$ cat src/rtl/pre_io_pkg.sv
// Shared mode encodings and limits for the pre_io pad bank.
// Constants only; no logic lives here.
package pre_io_pkg;

    localparam int unsigned IN_COMB   = 0;
    localparam int unsigned IN_REG    = 1;
    localparam int unsigned IN_DDR    = 2;

    localparam int unsigned OUT_COMB  = 0;
    localparam int unsigned OUT_REG   = 1;
    localparam int unsigned OUT_DDR   = 2;

    localparam int unsigned OE_ALWAYS = 0;
    localparam int unsigned OE_DIRECT = 1;
    localparam int unsigned OE_REG    = 2;

    localparam int unsigned MAX_WIDTH = 32;
    localparam int unsigned MAX_SYNC  = 3;

    function automatic bit mode_ok(input int unsigned mode);
        return mode <= 2;
    endfunction

endpackage

$ cat src/rtl/pre_io_slice.sv
// One pad channel: optional synchroniser, input path (comb/reg/DDR) with
// input freeze, and output path (comb/reg/DDR).
module pre_io_slice
    import pre_io_pkg::*;
#(
    parameter int unsigned IN_MODE     = IN_REG,
    parameter int unsigned OUT_MODE    = OUT_REG,
    parameter int unsigned SYNC_STAGES = 0,
    parameter logic        RESET_VAL   = 1'b0
) (
    input  logic i_clk,
    input  logic i_rst,
    input  logic i_ce,
    input  logic i_latch,
    input  logic i_dout0,
    input  logic i_dout1,
    input  logic i_padin,
    output logic o_din0,
    output logic o_din1,
    output logic o_padout
);

    logic w_s;
    logic w_upd;

    assign w_upd = i_ce && !i_latch;

    if (SYNC_STAGES == 0) begin : g_no_sync
        assign w_s = i_padin;
    end else begin : g_sync
        logic [SYNC_STAGES-1:0] r_sync;
        always_ff @(posedge i_clk) begin
            if (i_rst) begin
                r_sync <= '0;
            end else if (i_ce) begin
                r_sync <= (r_sync << 1) | SYNC_STAGES'(i_padin);
            end
        end
        assign w_s = r_sync[SYNC_STAGES-1];
    end

    if (IN_MODE == IN_COMB) begin : g_in_comb
        // Live path has no flop, so a hold register provides the frozen value.
        logic r_hold;
        always_ff @(posedge i_clk) begin
            if (i_rst) begin
                r_hold <= 1'b0;
            end else if (w_upd) begin
                r_hold <= w_s;
            end
        end
        assign o_din0 = i_latch ? r_hold : w_s;
        assign o_din1 = 1'b0;
    end else if (IN_MODE == IN_REG) begin : g_in_reg
        logic r_in;
        always_ff @(posedge i_clk) begin
            if (i_rst) begin
                r_in <= 1'b0;
            end else if (w_upd) begin
                r_in <= w_s;
            end
        end
        assign o_din0 = r_in;
        assign o_din1 = 1'b0;
    end else begin : g_in_ddr
        logic r_rise;
        logic r_fall;
        logic r_d0;
        logic r_d1;
        always_ff @(posedge i_clk) begin
            if (i_rst) begin
                r_rise <= 1'b0;
                r_d0   <= 1'b0;
                r_d1   <= 1'b0;
            end else if (i_ce) begin
                r_rise <= w_s;
                if (!i_latch) begin
                    r_d0 <= r_rise;
                    r_d1 <= r_fall;
                end
            end
        end
        always_ff @(negedge i_clk) begin
            if (i_rst) begin
                r_fall <= 1'b0;
            end else if (i_ce) begin
                r_fall <= w_s;
            end
        end
        assign o_din0 = r_d0;
        assign o_din1 = r_d1;
    end

    if (OUT_MODE == OUT_COMB) begin : g_out_comb
        logic w_unused_out;
        assign w_unused_out = i_dout1 ^ RESET_VAL;
        assign o_padout     = i_dout0;
    end else if (OUT_MODE == OUT_REG) begin : g_out_reg
        logic r_q0;
        logic w_unused_dout1;
        assign w_unused_dout1 = i_dout1;
        always_ff @(posedge i_clk) begin
            if (i_rst) begin
                r_q0 <= RESET_VAL;
            end else if (i_ce) begin
                r_q0 <= i_dout0;
            end
        end
        assign o_padout = r_q0;
    end else begin : g_out_ddr
        logic r_q0;
        logic r_q1;
        always_ff @(posedge i_clk) begin
            if (i_rst) begin
                r_q0 <= RESET_VAL;
                r_q1 <= RESET_VAL;
            end else if (i_ce) begin
                r_q0 <= i_dout0;
                r_q1 <= i_dout1;
            end
        end
        assign o_padout = i_clk ? r_q0 : r_q1;
    end

endmodule

$ cat src/rtl/pre_io_bank.sv
// Bank of WIDTH identical pad channels sharing one clock, enable, freeze and
// drive-enable path; illegal parameter combinations stop elaboration.
module pre_io_bank
    import pre_io_pkg::*;
#(
    parameter int unsigned      WIDTH       = 8,
    parameter int unsigned      IN_MODE     = IN_REG,
    parameter int unsigned      OUT_MODE    = OUT_REG,
    parameter int unsigned      OE_MODE     = OE_DIRECT,
    parameter int unsigned      SYNC_STAGES = 0,
    parameter logic [WIDTH-1:0] RESET_VAL   = '0
) (
    input  logic             CLK,
    input  logic             RST,
    input  logic             CLOCKENABLE,
    input  logic             LATCHINPUTVALUE,
    input  logic             OUTPUTENABLE,
    input  logic [WIDTH-1:0] DOUT0,
    input  logic [WIDTH-1:0] DOUT1,
    output logic [WIDTH-1:0] DIN0,
    output logic [WIDTH-1:0] DIN1,
    input  logic [WIDTH-1:0] PADIN,
    output logic [WIDTH-1:0] PADOUT,
    output logic [WIDTH-1:0] PADOEN
);

    if (WIDTH < 1 || WIDTH > MAX_WIDTH) begin : g_bad_width
        $fatal(1, "pre_io_bank: WIDTH must be 1..32");
    end
    if (!mode_ok(IN_MODE) || !mode_ok(OUT_MODE) || !mode_ok(OE_MODE)) begin : g_bad_mode
        $fatal(1, "pre_io_bank: mode parameter out of range");
    end
    if (SYNC_STAGES > MAX_SYNC) begin : g_bad_sync
        $fatal(1, "pre_io_bank: SYNC_STAGES must be 0..3");
    end
    // DDR capture samples the raw pad on both edges; a synchroniser would skew the phases.
    if (IN_MODE == IN_DDR && SYNC_STAGES > 0) begin : g_bad_ddr_sync
        $fatal(1, "pre_io_bank: IN_MODE=2 requires SYNC_STAGES=0");
    end

    if (OE_MODE == OE_REG) begin : g_oe_reg
        logic r_oe;
        always_ff @(posedge CLK) begin
            if (RST) begin
                r_oe <= 1'b0;
            end else if (CLOCKENABLE) begin
                r_oe <= OUTPUTENABLE;
            end
        end
        assign PADOEN = {WIDTH{r_oe}};
    end else if (OE_MODE == OE_DIRECT) begin : g_oe_direct
        assign PADOEN = {WIDTH{OUTPUTENABLE}};
    end else begin : g_oe_always
        logic w_unused_oe;
        assign w_unused_oe = OUTPUTENABLE;
        assign PADOEN      = '1;
    end

    for (genvar i = 0; i < WIDTH; i++) begin : g_slice
        pre_io_slice #(
            .IN_MODE     (IN_MODE),
            .OUT_MODE    (OUT_MODE),
            .SYNC_STAGES (SYNC_STAGES),
            .RESET_VAL   (RESET_VAL[i])
        ) u_slice (
            .i_clk    (CLK),
            .i_rst    (RST),
            .i_ce     (CLOCKENABLE),
            .i_latch  (LATCHINPUTVALUE),
            .i_dout0  (DOUT0[i]),
            .i_dout1  (DOUT1[i]),
            .i_padin  (PADIN[i]),
            .o_din0   (DIN0[i]),
            .o_din1   (DIN1[i]),
            .o_padout (PADOUT[i])
        );
    end

endmodule

$ cat config.mk
export PLATFORM = sky130hd
export DESIGN_NAME = pre_io_bank
export DESIGN_NICKNAME = d
export VERILOG_FILES = /design/src/rtl/pre_io_pkg.sv /design/src/rtl/pre_io_slice.sv /design/src/rtl/pre_io_bank.sv
export SDC_FILE = /design/constraint.sdc
export NUM_CORES = 1
export LEC_CHECK = 0
export ABC_AREA = 0
export BUFFER_PORTS_ARGS = -buffer_cell sky130_fd_sc_hd__buf_2
export CORE_MARGIN = 3
export CORE_UTILIZATION = 46
export CTS_BUF_LIST = sky130_fd_sc_hd__clkbuf_4 sky130_fd_sc_hd__clkbuf_8
export CTS_CLUSTER_DIAMETER = 60
export DETAILED_ROUTE_END_ITERATION = 6
export PLACE_DENSITY = 0.86
export SYNTH_ARGS = -nofsm -noshare
export SYNTH_HDL_FRONTEND = slang
export SYNTH_SLANG_ARGS = --single-unit
$ cat constraint.sdc
create_clock -name CLK -period 1.6 [get_ports CLK]
set_input_delay 0.16 -clock CLK [delete_from_list [all_inputs] [get_ports CLK]]
set_output_delay 0.16 -clock CLK [all_outputs]
set_load 0.005 [all_outputs]
==> impl_results.rst <==
.. list-table::
   :header-rows: 1

   * - Metric
     - Value
   * - Weighted congestion reported at the end of routability-driven placement
     - a little over 0.6
   * - Synthesized instance count
     - 94
   * - Vias per cell
     - 4.54
   * - Startpoint-to-endpoint class of the critical path
     - reg2out
   * - Final Max Tran Viols
     - 0
   * - Area overhead of the layout relative to synthesis
     - -1.07%
   * - Via count of the first global-routing pass
     - 590
   * - Post-CTS setup repair buffer count
     - 0
   * - Power density over cell area
     - about 870 nW/µm²
   * - Dominant cells by area after synthesis
     - dfxtp_1 34%, buf_4 26%, nand4bb_1 9.7%
   * - Routing usage on met1
     - 0.129
   * - Syn Area/Cell
     - 9.93 µm²
   * - Gate family responsible for the most delay along the worst path
     - flip-flops
   * - Worst hold path class
     - in2reg
   * - Resize count post-CTS
     - 0
   * - Synthesized cell area
     - between 900 and 1000 µm²
   * - Worst Path Required
     - 1440 ps
   * - CP Launch Type
     - flip-flop
   * - Top Usage Layer GRT
     - met2
   * - Tot Pwr
     - about 800 µW
   * - Overflow left after global routing
     - 0
   * - Maxcap violations
     - 0
   * - Fill cells
     - ~180
   * - Met3 global-route usage
     - 0.0321
   * - Total global-route track usage
     - 0.123
   * - Via count
     - 586
   * - Primary flip-flop cell chosen by synthesis mapping
     - dfxtp_1
   * - Number of ports placed on the die boundary
     - 61
   * - Simple-gate portion of the synthesized area
     - 0.193
   * - Highest ir drop seen on vdd
     - 0.000543 V
   * - Cell at the root of the clock tree
     - clkbuf_4
   * - Worst clock skew
     - 0 ps
   * - Adder-Cell Fraction of Synth Area
     - 0
   * - Post-Place Setup Slack
     - 563 ps
   * - Signal arrival time at the worst endpoint
     - 730 ps
   * - Core Box Area
     - 1820 µm²
   * - Synthesized-area fraction occupied by ao, oa, aoi and oai cells
     - 0.0751
   * - Warnings, synthesis
     - 0
   * - Final nets
     - between 100 and 150
   * - Maximum fanout count along the critical path
     - 2
   * - Post-layout minimum cycle time
     - 890 ps
   * - Post-detailed-route count of antenna-violating nets
     - 0
   * - Number of antenna violations at the first check in global routing
     - 0
   * - DRC violation count after routing
     - 0
   * - Main combinational cell family by area after synthesis
     - buffers and inverters
   * - Post-synthesis xor/xnor area fraction
     - 0
   * - P_leak
     - 0.000457 µW
   * - Area of the die
     - 2610 µm²
   * - Die X-Extent
     - 51.0 µm
   * - Detailed Route Iter0 Violations
     - 4
   * - Post-Route Setup TNS
     - 0 ps
   * - Async set-reset flop share out of synthesis
     - 0
   * - Number of port buffers
     - 35
   * - Dominant cell by count in the synthesized netlist
     - buf_4
   * - GR Layer Usage met2
     - 0.225
   * - Number of antenna repair diodes
     - 0
   * - First-pass iteration count of the detailed router
     - 3
   * - Worst Hold Slack
     - 119 ps
   * - Largest area contributor in the netlist
     - dfxtp_1
   * - CTS Sinks
     - 16
   * - DPL Wire Length
     - 1100 µm
   * - Proportion of synthesized chip area in sequential cells
     - 0.343
   * - Max Freq
     - approximately 1100 MHz
   * - Final std cells w/o fill
     - 129
   * - CTS tree
     - built
   * - Number of buffers created by CTS
     - 3
   * - Maximum number of pins on one net before global-route repair
     - 25
   * - Flip-flop and latch count after synthesis
     - 16
   * - Initial Util
     - 0.513
   * - Slowest cell on the critical path
     - dfxtp_1
   * - Dpl cells
     - 125
   * - Footprint of the flip-flops and latches
     - 320 µm²
   * - Delay of the slowest cell on the worst path
     - 340 ps
   * - Total of hold buffers inserted after clock tree synthesis
     - 0
   * - Later-pin clock latency in the skew report
     - around 270 ps
   * - H-tree depth
     - 1
   * - Hold Fails Final Rpt
     - 0
   * - Number of cell rows
     - 15
   * - Multi-input gate area
     - 360 µm²
   * - Period utilization
     - 0.556
   * - Critical-path cell list
     - buf_2
   * - Cell types with the highest counts after synthesis
     - 32 x buf_4, 16 x dfxtp_1
   * - Final setup violation count
     - 0
   * - Mux contribution to synthesized area
     - 0.0858
   * - Worst path buffer plus inverter count
     - 1
   * - Total detailed-routing wirelength
     - 1460 µm
   * - Kind of end point of the critical path
     - output port
   * - RSZ-0062 raised after global routing
     - false
   * - Max Root-Sink Buffers
     - 2
   * - Number of distinct library cell variants in the gate-level netlist after synthesis
     - 12
   * - Die height
     - 51.0 µm
   * - Final worst slack
     - 710 ps
   * - Number of flops mapped to enable cells by yosys
     - 0
   * - First-pass GRT wire length
     - 2460 µm
   * - Fraction of layout instances using a drive strength above 1
     - 0.462
   * - Run status
     - completed
   * - Clock transition at the registers of the reported paths
     - 90 ps
   * - Proportion of netlist area held by the largest area contributor
     - 0.343
   * - WL/cell
     - 11.3 µm
==> cells in the final DEF (no fill, tap or decap) <==
| cell type | instances |
|---|---|
| buf_2 | 35 |
| dfxtp_1 | 16 |
| nand2b_1 | 8 |
| nand4bb_1 | 8 |
| o21ai_2 | 8 |
| mux2i_1 | 8 |
| nor2_1 | 8 |
| conb_1 | 8 |
| clkbuf_4 | 3 |
| and2b_4 | 1 |
| clkbuf_8 | 1 |
==> worst paths after layout <==
kind                               start                           to  slack [ps]  cells past startpoint
max            g_slice[5].u_slice.o_din0                      DIN0[5]         710                      1
max reg2reg  g_slice[3].u_slice.o_padout  g_slice[3].u_slice.o_padout         970                      2
min                             DOUT0[4]  g_slice[4].u_slice.o_padout         120                      3
min reg2reg    g_slice[1].u_slice.o_din0    g_slice[1].u_slice.o_din0         470                      2
==> stage by stage <==
step | util | area, µm²
floorplan | - | 960
global placement | 0.487 | 887
detailed placement | 0.487 | 887
CTS | 0.507 | 923
global route | 0.507 | 923
finish | 0.507 | 923
==> cells by family (layout without fill, tap and decap cells) <==
group | Yosys count | after routing
buffers and inverters | 36 | 39
AND/OR/NAND/NOR | 25 | 25
flip-flops | 16 | 16
AO/OA/AOI/OAI | 8 | 8
multiplexers | 8 | 8
other | 1 | 8
==> cell type report <==
class / count / share of cell area
Tap cell: 25 / 0.0339
Multi-Input combinational cell: 49 / 0.390
Timing Repair Buffer: 35 / 0.190
Sequential cell: 16 / 0.347
Clock buffer: 4 / 0.0393
==> flip-flops by register name, summed over array words and instances, names as in the netlist <==
register                  flops
g_slice.u_slice.o_padout      8
g_slice.u_slice.o_din0        8
==> power breakdown <==
group / total [µW] / leakage, µW / switching, µW / internal, µW
clock network: 256 / 0.0000210 / 118 / 138
registers: 429 / 0.000132 / 9.75 / 420
logic: 115 / 0.000305 / 55.5 / 60.0
total: 801 / 0.000457 / 183 / 618
==> routing by layer <==
metal  wire [µm]  share of wire  vias up
met5           0              0        -
met4           0              0        0
met2         715           0.49       29
li1            -              -      293
met1         585           0.40      264
met3         162           0.11        0
No activity file was read; power rests on OpenSTA's default activity.
